$ cat src/rtl/core_dmem_arbiter_pkg.sv
// rtl/core_dmem_arbiter_pkg.sv - shared IDs and arbiter state for the data-memory arbiter
package core_dmem_arbiter_pkg;

  localparam logic DMEM_ID_CORE = 1'b0;
  localparam logic DMEM_ID_AUX  = 1'b1;

  typedef enum logic {
    ARB_IDLE   = 1'b0,
    ARB_LOCKED = 1'b1
  } arb_state_t;

endpackage

$ cat src/rtl/core_dmem_arbiter_id_fifo.sv
// rtl/core_dmem_arbiter_id_fifo.sv - in-order requester-ID FIFO for outstanding memory transactions
module core_dmem_id_fifo #(
  parameter int DEPTH = 2,
  localparam int CNT_W = $clog2(DEPTH + 1),
  localparam int PTR_W = (DEPTH > 1) ? $clog2(DEPTH) : 1
) (
  input  logic             clk,
  input  logic             reset,
  input  logic             push,
  input  logic             pop,
  input  logic             din,
  output logic             dout,
  output logic             full,
  output logic             empty,
  output logic [CNT_W-1:0] count
);

  logic             mem [DEPTH];
  logic [PTR_W-1:0] wr_ptr;
  logic [PTR_W-1:0] rd_ptr;
  logic             do_push;
  logic             do_pop;

  // Explicit wrap keeps non-power-of-2 depths correct.
  function automatic logic [PTR_W-1:0] bump(input logic [PTR_W-1:0] p);
    return (p == PTR_W'(DEPTH - 1)) ? '0 : p + PTR_W'(1);
  endfunction

  assign full    = (count == CNT_W'(DEPTH));
  assign empty   = (count == '0);
  assign dout    = mem[rd_ptr];
  assign do_push = push && !full;
  assign do_pop  = pop && !empty;

  always_ff @(posedge clk) begin
    if (do_push) begin
      mem[wr_ptr] <= din;
    end
  end

  always_ff @(posedge clk) begin
    if (reset) begin
      wr_ptr <= '0;
      rd_ptr <= '0;
      count  <= '0;
    end else begin
      if (do_push) wr_ptr <= bump(wr_ptr);
      if (do_pop)  rd_ptr <= bump(rd_ptr);
      case ({do_push, do_pop})
        2'b10:   count <= count + CNT_W'(1);
        2'b01:   count <= count - CNT_W'(1);
        default: count <= count;
      endcase
    end
  end

endmodule

$ cat src/rtl/core_dmem_arbiter.sv
// rtl/core_dmem_arbiter.sv - shares the data-memory port between the LSU (port 0) and an aux master (port 1)
module core_dmem_arbiter
  import core_dmem_arbiter_pkg::*;
#(
  parameter int ADDR_W      = 64,
  parameter int DATA_W      = 64,
  parameter int STRB_W      = 8,
  parameter int OUTSTANDING = 2
) (
  input  logic              g_clk,
  input  logic              g_reset,
  input  logic              r0_req,
  output logic              r0_gnt,
  input  logic [ADDR_W-1:0] r0_addr,
  input  logic              r0_wen,
  input  logic [STRB_W-1:0] r0_strb,
  input  logic [DATA_W-1:0] r0_wdata,
  output logic              r0_rsp,
  output logic              r0_err,
  output logic [DATA_W-1:0] r0_rdata,
  input  logic              r1_req,
  output logic              r1_gnt,
  input  logic [ADDR_W-1:0] r1_addr,
  input  logic              r1_wen,
  input  logic [STRB_W-1:0] r1_strb,
  input  logic [DATA_W-1:0] r1_wdata,
  output logic              r1_rsp,
  output logic              r1_err,
  output logic [DATA_W-1:0] r1_rdata,
  output logic              dmem_req,
  input  logic              dmem_gnt,
  output logic [ADDR_W-1:0] dmem_addr,
  output logic              dmem_wen,
  output logic [STRB_W-1:0] dmem_strb,
  output logic [DATA_W-1:0] dmem_wdata,
  input  logic              dmem_rsp,
  input  logic              dmem_err,
  input  logic [DATA_W-1:0] dmem_rdata,
  output logic              arb_err
);

  localparam int CNT_W = $clog2(OUTSTANDING + 1);

  arb_state_t       state;
  logic             last_grant;
  logic             locked_sel;
  logic             sel;
  logic             any_req;
  logic             issue_ok;
  logic             xfer;
  logic             rsp_hit;
  logic             head_id;
  logic             fifo_full;
  logic             fifo_empty;
  logic [CNT_W-1:0] fifo_count;

  // While locked the memory already sees a request; the selection must not move.
  always_comb begin
    sel = DMEM_ID_CORE;
    if (state == ARB_LOCKED) begin
      sel = locked_sel;
    end else if (r0_req && r1_req) begin
      sel = ~last_grant;
    end else if (r1_req) begin
      sel = DMEM_ID_AUX;
    end
  end

  assign any_req  = r0_req || r1_req;
  assign issue_ok = (fifo_count < CNT_W'(OUTSTANDING));
  assign dmem_req = issue_ok && any_req;
  assign xfer     = dmem_req && dmem_gnt;
  assign r0_gnt   = xfer && (sel == DMEM_ID_CORE);
  assign r1_gnt   = xfer && (sel == DMEM_ID_AUX);

  always_comb begin
    dmem_addr  = '0;
    dmem_wen   = 1'b0;
    dmem_strb  = '0;
    dmem_wdata = '0;
    if (any_req) begin
      if (sel == DMEM_ID_AUX) begin
        dmem_addr  = r1_addr;
        dmem_wen   = r1_wen;
        dmem_strb  = r1_strb;
        dmem_wdata = r1_wdata;
      end else begin
        dmem_addr  = r0_addr;
        dmem_wen   = r0_wen;
        dmem_strb  = r0_strb;
        dmem_wdata = r0_wdata;
      end
    end
  end

  always_ff @(posedge g_clk) begin
    if (g_reset) begin
      state      <= ARB_IDLE;
      locked_sel <= DMEM_ID_CORE;
      last_grant <= DMEM_ID_AUX;
      arb_err    <= 1'b0;
    end else begin
      if (xfer) begin
        state      <= ARB_IDLE;
        last_grant <= sel;
      end else if (dmem_req) begin
        state      <= ARB_LOCKED;
        locked_sel <= sel;
      end
      if (dmem_rsp && fifo_empty) begin
        arb_err <= 1'b1;
      end
    end
  end

  core_dmem_id_fifo #(
    .DEPTH (OUTSTANDING)
  ) u_id_fifo (
    .clk   (g_clk),
    .reset (g_reset),
    .push  (xfer && !fifo_full),
    .pop   (rsp_hit),
    .din   (sel),
    .dout  (head_id),
    .full  (fifo_full),
    .empty (fifo_empty),
    .count (fifo_count)
  );

  // Responses with nothing outstanding are dropped here and flagged via arb_err.
  assign rsp_hit  = dmem_rsp && !fifo_empty;
  assign r0_rsp   = rsp_hit && (head_id == DMEM_ID_CORE);
  assign r1_rsp   = rsp_hit && (head_id == DMEM_ID_AUX);
  assign r0_rdata = r0_rsp ? dmem_rdata : '0;
  assign r0_err   = r0_rsp ? dmem_err : 1'b0;
  assign r1_rdata = r1_rsp ? dmem_rdata : '0;
  assign r1_err   = r1_rsp ? dmem_err : 1'b0;

endmodule

$ cat config.mk
export PLATFORM = sky130hd
export DESIGN_NAME = core_dmem_arbiter
export DESIGN_NICKNAME = d
export VERILOG_FILES = /design/src/rtl/core_dmem_arbiter_pkg.sv /design/src/rtl/core_dmem_arbiter_id_fifo.sv /design/src/rtl/core_dmem_arbiter.sv
export SDC_FILE = /design/constraint.sdc
export NUM_CORES = 1
export LEC_CHECK = 0
export CAP_MARGIN = 0
export CORE_AREA = 2 2 243 245
export CTS_BUF_LIST = sky130_fd_sc_hd__clkbuf_2 sky130_fd_sc_hd__clkbuf_4 sky130_fd_sc_hd__clkbuf_8
export DETAILED_ROUTE_END_ITERATION = 10
export DIE_AREA = 0 0 245 247
export GPL_ROUTABILITY_DRIVEN = 0
export PLACE_DENSITY_LB_ADDON = 0.25
export SLEW_MARGIN = 40
export SYNTH_ARGS = -nofsm -noshare
export SYNTH_HDL_FRONTEND = slang
export SYNTH_SLANG_ARGS = --single-unit
$ cat constraint.sdc
create_clock -name g_clk -period 4.7 [get_ports g_clk]
set_clock_uncertainty 0.15 [all_clocks]
set_input_delay 0.705 -clock g_clk [delete_from_list [all_inputs] [get_ports g_clk]]
set_output_delay 0.705 -clock g_clk [all_outputs]
set_load 0.01 [all_outputs]
==> qor.txt <==
ANT nets after route -> 0
Area Growth Syn to Fin -> 170%
Number of global-route vias before repair -> 6,322
Most used cell, CP -> clkdlybuf4s50_1
Crit. End Element -> output port
Yosys top cell by area -> mux2i_1
Slew headroom -> 0.531
Post-CTS Setup Bufs -> 0
Fin. max-slew vios -> 0
Peak supply drop -> 0.0000708 V
Most common cell after layout, fill and taps aside -> clkdlybuf4s50_1
Post-cts sizing count -> 0
Placed insts -> 2,003
GRT Resource Usage Total -> 0.0844
Int Pwr -> 1.26 mW
Largest net degree at the start of global routing -> 67
Clk sink count -> 11
Pwr/cell area -> 187 nW/um2
Combinational share of power -> 0.882
DRC errors left -> 0
Final period utilization -> 0.849
Layout Cells excl Fill -> 2,009
Synth Warn # -> 0
Status -> completed
Clock share of power -> 0.048
M3 GR Usage -> 0.0216
Minimum clock period -> 3.99 ns
Sequential fraction of the synthesis area -> 0.0582
Global-route wire length before repair -> 39,100 um
Syn Inst Count -> 655
Critical path, cell by cell -> clkdlybuf4s50_1, nor2b_1, a22oi_2, buf_12, buf_4, mux2i_1, clkdlybuf4s50_1
Cell Area, Synth -> 4130 um2
Leakage -> 5.04 nW
Die area -> 60,500 um2
Largest cells by area after synthesis -> mux2i_1 33%, nand2_1 25%, and2_1 20%
Flops & latches, synth -> 11
Top Ports -> 618
Power, Total -> 2.08 mW
Routed len/inst -> 14.1 um
Final hold viol count -> 0
Area of the core -> 58,200 um2
Setup Crit Path Kind -> in -> out
RSZ-0062 raised after global routing -> no
Clock transition at path regs -> 0.05 ns
Die H -> 247 um
HPWL Detailed -> 24,200 um
Switching part of the total -> 0.394
Num CTS Buffers -> 3
Grt total ovfl -> 0
Antenna violations before repair -> 4
Initial Utilization -> 0.0709
Sequential cell area -> 240 um2
Met1 Track Usage GR -> 0.0963
Routed via count -> 6,438
Clk buf depth -> 2
Syn avg cell area -> 6.30 um2
Fmax -> 251 MHz
Die Span X -> 245 um
Sw Pwr -> 822 uW
Root Driver -> clkbuf_8
Post-synth cell types -> 31
H-tree Lvls -> 1
Row count -> 89
Min-delay worst type -> reg -> reg
Multi-input gate area -> 3450 um2
Largest stage delay, worst path -> 0.61 ns
Most frequent cells in the layout -> 617 x clkdlybuf4s50_1, 276 x nand2_1, 138 x mux2i_1, 130 x and2_1, 14 x buf_4
CP Launch Type -> primary input
Layout net count -> 1,581
Register share of total power -> 0.070
Met2 Usage GRT -> 0.159
Fillers -> 6,556
Share of the synthesized area in the top cell type -> 0.335
First-pass detailed-route iteration total -> 4
Finish-stage setup viols -> 0
TritonCTS clock tree -> built
Slowest stage cell, crit path -> clkdlybuf4s50_1
Crit path buf inv count -> 4
WHS -> 0.318 ns
Critical path fanouts, max -> 19
Share of layout cells above drive strength 1 -> 0.0235
Worst-Skew Late Latency -> 0.24 ns
Via/cell ratio -> 3.20
Least-Margin Pin Slew -> 0.704 ns
GR peak layer -> met2
Worst EP arrival -> 3.14 ns
Final Routed Wirelength -> 28,300 um
Max-Cap Viols -> 0
Kind of cell adding the most delay to the critical path -> buffers and inverters
Req. time, crit path -> 3.85 ns
Syn Nets -> 1,001
Setup TNS -> 0 ns
Buffers on Ports -> 617
# hold bufs at CTS -> 0
DR iter-0 viols -> 96
-- layer usage --
metal  wire length (um)  vias up
li1                   -     3242
met1              11100     2842
met2              14700      337
met3               2220       15
met4                303        2
met5                 13        -
-- flip-flops by register name, indices dropped and copies added (netlist names), named ones only --
name / flops
last_grant: 1
u_id_fifo.count: 2
u_id_fifo.mem: 2
u_id_fifo.rd_ptr: 1
locked_sel: 1
arb_err: 1
u_id_fifo.wr_ptr: 1
state: 1
-- power groups by stage --
stage	logic, mW	registers [mW]	clock network [mW]
floorplan	0.808	0.139	0
global placement	1.87	0.149	0
detailed placement	1.86	0.149	0
CTS	1.88	0.147	0.107
global route	1.98	0.150	0.110
finish	1.84	0.146	0.101
-- synthesized netlist by cell type --
master    count
o21ai_0       2
nor3_1        1
buf_4         2
or2_2         1
ha_1          1
nand2_1     276
nor2b_2       1
nor2b_1       1
xnor2_1       1
o21bai_1      1
a22oi_1       1
edfxtp_1      2
xor2_1        2
a21oi_1       4
a22oi_2       1
a211oi_1      1
a311oi_1      1
clkbuf_2      8
dfxtp_1       9
nor2_1       10
buf_8        10
or3_1         2
clkbuf_1      4
mux2i_1     138
o21ai_2       1
buf_2        33
buf_1         1
inv_1         5
and2_1      130
buf_6         4
and3_1        1
-- worst paths after layout --
check	start	endpoint	slack, ns	depth (start not counted)
setup / recovery	r1_req	dmem_addr[40]	0.71	7
hold / removal	arb_err	arb_err	0.32	2
setup reg to reg	u_id_fifo.count[1]	u_id_fifo.count[1]	2.30	6
hold reg to reg	arb_err	arb_err	0.32	2
-- final cells by class --
cell class / count / area share
clock buffers: 4 / 0.00438
multi-input cells: 577 / 0.310
flip-flops and latches: 11 / 0.0216
diodes: 2 / 0.000450
well taps: 773 / 0.0869
inverters: 5 / 0.00169
repair buffers: 637 / 0.575
-- kinds of logic (layout without fill, tap and decap cells) --
logic type                 Yosys count  count (layout)  synth area share
DFF                                 11              11            0.0582
other                                0               2                 0
muxes                              138             138             0.335
adders and majority gates            1               1           0.00303
AOI/OAI and AO/OA                   12              12            0.0200
and+or+nand+nor                    423             423             0.468
buffers and inverters               67             646             0.110
xor gates and xnor gates             3               3           0.00637
-- stage by stage --
step | util | instance area [um2] | worst slack, ns
2_1_floorplan | - | 4130 | 2.15
3_3_place_gp | 0.190 | 11100 | 0.671
3_5_place_dp | 0.190 | 11100 | 0.600
4_1_cts | 0.191 | 11100 | 0.583
5_1_grt | 0.191 | 11100 | 0.476
6_report | 0.191 | 11100 | 0.709
-- worst reg2reg max path, stage by stage (launching register included) --
cell	delay, ns
dfxtp_1	0.49
o21bai_1	0.32
inv_1	0.25
nand2_1	0.28
ha_1	0.32
or3_1	0.37
a21oi_1	0.14
Power figures use the tool's default switching activity.
==> edit 1: new RTL, same flow settings <==
Set the parameter `STRB_W` to 12 (it was 8).
--- a/src/rtl/core_dmem_arbiter.sv
+++ b/src/rtl/core_dmem_arbiter.sv
@@ -5,5 +5,5 @@
   parameter int ADDR_W      = 64,
   parameter int DATA_W      = 64,
-  parameter int STRB_W      = 8,
+  parameter int STRB_W      = 12,
   parameter int OUTSTANDING = 2
 ) (
Ports: changed (resized dmem_strb, r0_strb and r1_strb); port bits go from 618 to 630. The function was not compared with the original's and may differ.
==> edit 1 against the unedited design <==
Routed wire length is 9.8% higher. Combinational power is 3% higher. Via count is 2.8% higher. Largest cell class unchanged. Critical endpoint is now dmem_wdata[61]. Count of clock-buffer cells in the layout unchanged. Cell area rose by 1.7%. Maximum frequency grew 0.40%. Power increased by 2.0%. Synthesized area rose by 0.39%. Critical path depth is the same. Setup slack improved by 0.016 ns. Sequential cell count did not move.
==> edit 1: results (changes against the unedited design) <==
| Metric | Value |
|---|---|
| Non-Filler Instances | 2,032 (+1.1%) |
| Top_reg_cell synth | dfxtp_1 |
| LEAKAGE | 5.14 nW (+2.1%) |
| Via count | 6,619 (+2.8%) |
| First-pass GRT wire length | 42,000 µm (+7.5%) |
| Syn avg cell area | 6.20 µm² (-1.6%) |
| DP Wirelength | 27,100 µm (+12%) |
| Most frequent cell after synthesis | nand2_1 |
| FF+latch count | 11 (unchanged) |
| Vias in the first global route | 6,589 (+4.2%) |
| Crit path max fanout | 39 (+20) |
| Count of input and output buffers | 629 (+1.9%) |
| Multi-input gate share of total cell area | 31.0% (+0.054 points) |
| Synth Area in Compound Gates | 1.87% (-0.13 points) |
| Critical path endpoint | dmem_wdata[61] |
| Post-synthesis mux area share | 34.3% (+0.83 points) |
| VDD IR-drop max | 0.0999 mV (+41%) |
| Reg area | 240 µm² (unchanged) |
| Worst EP arrival | 3.12 ns (-0.02 ns) |
| Multi-input logic cell count | 589 (+2.1%) |
| Drt first-iter violations | 141 (+47%) |
| Syn nets | 1,022 (+2.1%) |
| Non-clock buffer share | 57.6% (+0.14 points) |
| Diodes inserted | 2 (unchanged) |
| Inverters | 5 (unchanged) |
| Commonest cells post-synth | 284 x nand2_1, 142 x mux2i_1, 130 x and2_1 |
| Hold slack | 0.317 ns (-0.00133 ns) |
| Fillers | 6,566 (+0.15%) |
| Bufs w/o clock | 648 (+1.7%) |
| Initial antenna violation count | 4 (unchanged) |
| Post-CTS setup buffers | 0 (unchanged) |
| CTS clk-pin slew, worst paths | 0.05 ns (about the same) |
| Hold Startpoint | arb_err$_SDFFE_PP0P_ |
| Longest Clk Path Bufs | 2 (unchanged) |
| Nets@finish | 1,612 (+2.0%) |
| Max incr delay on CP | 0.57 ns (-0.04 ns) |
| Synth async-reset ratio | 0% (unchanged) |
| Sequential share of the synthesized area | 5.80% (-0.023 points) |
| Relative slew slack | 64.0% (+11 points) |
| Clk_buf instances | 4 (unchanged) |
| Area share of xor/xnor cells in the synthesized design | 0.634% (-0.0025 points) |
| Largest registers | u_id_fifo.count x2, u_id_fifo.mem x2 |
| Adder-Cell Fraction of Synth Area | 0.302% (-0.0012 points) |
| Layout cell share with drive strength beyond 1 | 2.23% (-0.12 points) |
| Final WL | 31,100 µm (+9.8%) |
| Clk_lat worst skew | roughly 0.23 ns |
| Top delay family on crit path | buffers and inverters |
| Distinct cells, synth | 31 (unchanged) |
| Post-CTS sizing | 0 (unchanged) |
| Placed cell count | 2,026 (+1.1%) |
| Final clock-cell share | 0.431% (-0.0074 points) |
| R2R Setup Slk | 2.63 ns (+0.33 ns) |
| Status | finished, final reports clean |
| Synth area leaders | mux2i_1 34%, nand2_1 26%, and2_1 20% |
| Overall Global Routing Usage | 9.30% (+0.87 points) |
| Largest net degree at the start of global routing | 85 (+27%) |
## edit 1: cell count changes in the layout (fill, tap and decap cells not counted), sizes merged
cell,delta
buf,-1
mux2i,+4
clkdlybuf4s50,+12
nand2,+8
## edit 1: through the flow
| stage | area [µm²] | setup WS [ns] | util [%] |
|---|---|---|---|
| floorplan | 4140 | 2.11 | - |
| global placement | 11300 | 0.614 | 19.3 |
| detailed placement | 11300 | 0.635 | 19.3 |
| CTS | 11300 | 0.618 | 19.4 |
| global route | 11300 | 0.551 | 19.4 |
| finish | 11300 | 0.725 | 19.4 |
## edit 1: per-layer routing
layer | vias up | track usage [%] | wire length, µm
met5 | - | 0 | 21
met4 | 4 | 2.71 | 733
met3 | 22 | 2.38 | 2530
met2 | 367 | 20.3 | 18100
met1 | 2925 | 8.01 | 9680
li1 | 3301 | - | -
## edit 1: report_power, final
part / internal, mW / total (mW) / switching (mW)
registers: 0.122 / 0.141 / 0.0195
logic: 1.09 / 1.89 / 0.796
clock network: 0.0651 / 0.0984 / 0.0333
==> edit 2: new RTL, same flow settings <==
Without the edit above. Put a register stage on the outputs `r0_err` and `r1_err`, with the module's reset. The values now appear one clock later. The other outputs are not delayed to match.
--- a/src/rtl/core_dmem_arbiter.sv
+++ b/src/rtl/core_dmem_arbiter.sv
@@ -133,7 +133,14 @@
   assign r1_rsp   = rsp_hit && (head_id == DMEM_ID_AUX);
   assign r0_rdata = r0_rsp ? dmem_rdata : '0;
-  assign r0_err   = r0_rsp ? dmem_err : 1'b0;
   assign r1_rdata = r1_rsp ? dmem_rdata : '0;
-  assign r1_err   = r1_rsp ? dmem_err : 1'b0;
+  always_ff @(posedge g_clk) begin
+    if (g_reset) begin
+      r0_err <= '0;
+      r1_err <= '0;
+    end else begin
+      r0_err <= r0_rsp ? dmem_err : 1'b0;
+      r1_err <= r1_rsp ? dmem_err : 1'b0;
+    end
+  end
 
 endmodule
Check against the original RTL: not equivalent (Yosys sat finds a counterexample within 4 cycles, from zero or initial values and one cycle with g_reset high).
==> edit 2 against the unedited design <==
Synthesized area grew 0.70%. Via count is 3.5% higher. Cell count rose by 0.25%. Setup slack worse by 0.046 ns. Worst hold slack gained 0.038 ns. Cell area grew 0.94%. Routed wire length increased by 3.9%. Critical path depth stayed put. Count of clock-buffer cells in the layout did not move. Power grew 9.4%. Sequential cell count rose by 2. Critical path type unchanged. Critical endpoint is now dmem_wdata[36].
==> edit 2: results (changes against the unedited design) <==
| Metric | Value |
|---|---|
| Commonest cells post-synth | 276 x nand2_1, 138 x mux2i_1, 129 x and3_1 |
| Post-CTS setup buffers | 0 (unchanged) |
| P per Cell Area | 203 mW/mm² (+8.4%) |
| DP Wirelength | 25,200 µm (+4.1%) |
| Number of flops mapped to enable cells by yosys | 2 (unchanged) |
| Yosys warning count | 0 (unchanged) |
| Synth async-reset ratio | 0% (unchanged) |
| Via count | 6,665 (+3.5%) |
| Nets@finish | 1,588 (+0.44%) |
| Crit path max fanout | 40 (+21) |
| Status | finished, final reports clean |
| Longest Clk Path Bufs | 2 (unchanged) |
| R2r startpoint | u_id_fifo.count[0]$_SDFFE_PP0P_ |
| R2R Setup Slk | 2.64 ns (+0.34 ns) |
| Drt first-iter violations | 170 (+77%) |
| Largest net degree at the start of global routing | 67 (unchanged) |
| Num CTS Buffers | 3 (unchanged) |
| DP Area | 0.0112 mm² (+0.99%) |
| Largest registers | u_id_fifo.count x2, u_id_fifo.mem x2 |
| Relative slew slack | 59.7% (+6.6 points) |
| Post-CTS sizing | 0 (unchanged) |
| Clk_lat worst skew | 0.24 ns (about the same) |
| Sequential share of the synthesized area | 6.74% (+0.92 points) |
| First-pass GRT wire length | 40,200 µm (+2.9%) |
| Critical path endpoint | dmem_wdata[36] |
| Fillers | 6,538 (-0.27%) |
| Syn nets | 1,018 (+1.7%) |
| Distinct cells, synth | 28 (-9.7%) |
| Vias in the first global route | 6,395 (+1.2%) |
| Count of input and output buffers | 617 (unchanged) |
| First-pass DRT Iterations | 4 (unchanged) |
| Worst EP arrival | 3.18 ns (+0.04 ns) |
| R2R cell count | 5 (-1) |
| Crit. Startpoint | r1_req |
| Top_reg_cell synth | dfxtp_1 |
| Synth area leaders | mux2i_1 33%, nand2_1 25%, and3_1 19% |
| Initial antenna violation count | 0 (-4) |
| Clk root buf | clkbuf_8 |
| Pre-CTS setup slack | 0.685 ns (+0.0849 ns) |
| Hold WC Path Type | reg -> reg |
| CTS clk-pin slew, worst paths | 0.05 ns (about the same) |
| Final WL | 29,400 µm (+3.9%) |
| LEAKAGE | 5.47 nW (+8.5%) |
| Diodes inserted | 0 (-2) |
| RR Endpoint | u_id_fifo.count[1]$_SDFFE_PP0P_ |
| VDD IR-drop max | 0.130 mV (+83%) |
| Overall Global Routing Usage | 8.60% (+0.16 points) |
| H-tree level count | 1 (unchanged) |
| Layout cell share with drive strength beyond 1 | 2.98% (+0.63 points) |
| Fin crit share | 85.9% (+0.98 points) |
## edit 2: routing by layer
layer / share of wire, % / track usage (%)
met5: 0 / 0
met4: 1.3 / 1.35
met3: 8.7 / 2.55
met2: 52 / 16.3
met1: 38 / 9.52
## edit 2: power breakdown
part | switching [mW] | leakage [nW] | internal, mW | total, mW
sequential | 0.0245 | 0.109 | 0.140 | 0.164
combinational | 0.896 | 5.33 | 1.11 | 2.01
clock | 0.0390 | 0.0262 | 0.0656 | 0.105
## edit 2: logic make-up (layout without fill, tap and decap cells)
| kind of cell | count (synthesis) | count (layout) | synth area share [%] |
|---|---|---|---|
| compound gates | 12 | 12 | 1.87 |
| fa+ha+maj | 1 | 1 | 0.301 |
| xor+xnor | 3 | 3 | 0.632 |
| mux | 139 | 139 | 33.5 |
| simple gates | 423 | 423 | 46.5 |
| flops | 13 | 13 | 6.74 |
| buf+inv | 81 | 650 | 10.5 |
## edit 2: how the worst min path moves through the flow
stage | startpoint | end | cells after the start | slack (ns)
floorplan | u_id_fifo.wr_ptr$_SDFFE_PP0N_ | u_id_fifo.wr_ptr$_SDFFE_PP0N_ | 2 | 0.31
global placement | u_id_fifo.wr_ptr$_SDFFE_PP0N_ | u_id_fifo.wr_ptr$_SDFFE_PP0N_ | 2 | 0.32
detailed placement | u_id_fifo.wr_ptr$_SDFFE_PP0N_ | u_id_fifo.wr_ptr$_SDFFE_PP0N_ | 2 | 0.34
CTS | u_id_fifo.wr_ptr$_SDFFE_PP0N_ | u_id_fifo.wr_ptr$_SDFFE_PP0N_ | 2 | 0.35
global route | u_id_fifo.rd_ptr$_SDFFE_PP0P_ | u_id_fifo.rd_ptr$_SDFFE_PP0P_ | 2 | 0.40
finish | u_id_fifo.wr_ptr$_SDFFE_PP0N_ | u_id_fifo.wr_ptr$_SDFFE_PP0N_ | 2 | 0.36
## edit 2: worst max-delay path: stages
cell	delay, ns
clkdlybuf4s50_1	0.47
nor2b_1	0.17
a22oi_2	0.20
buf_12	0.30
buf_4	0.25
mux2i_1	0.38
clkdlybuf4s50_1	0.63
## edit 2: area by class of cell
cell class	instances	share of cell area [%]
tap	773	8.61
timing repair buffer	641	57.5
multi-input combinational	578	30.8
sequential	13	2.49
clock buffer	4	0.434
inverter	5	0.167
## edit 2: per-stage QoR
stage | hold WS, ns | std cells
floorplan | 0.308 | 672
global placement | 0.323 | 2009
detailed placement | 0.341 | 2010
CTS | 0.350 | 2014
global route | 0.400 | 2014
finish | 0.356 | 2014
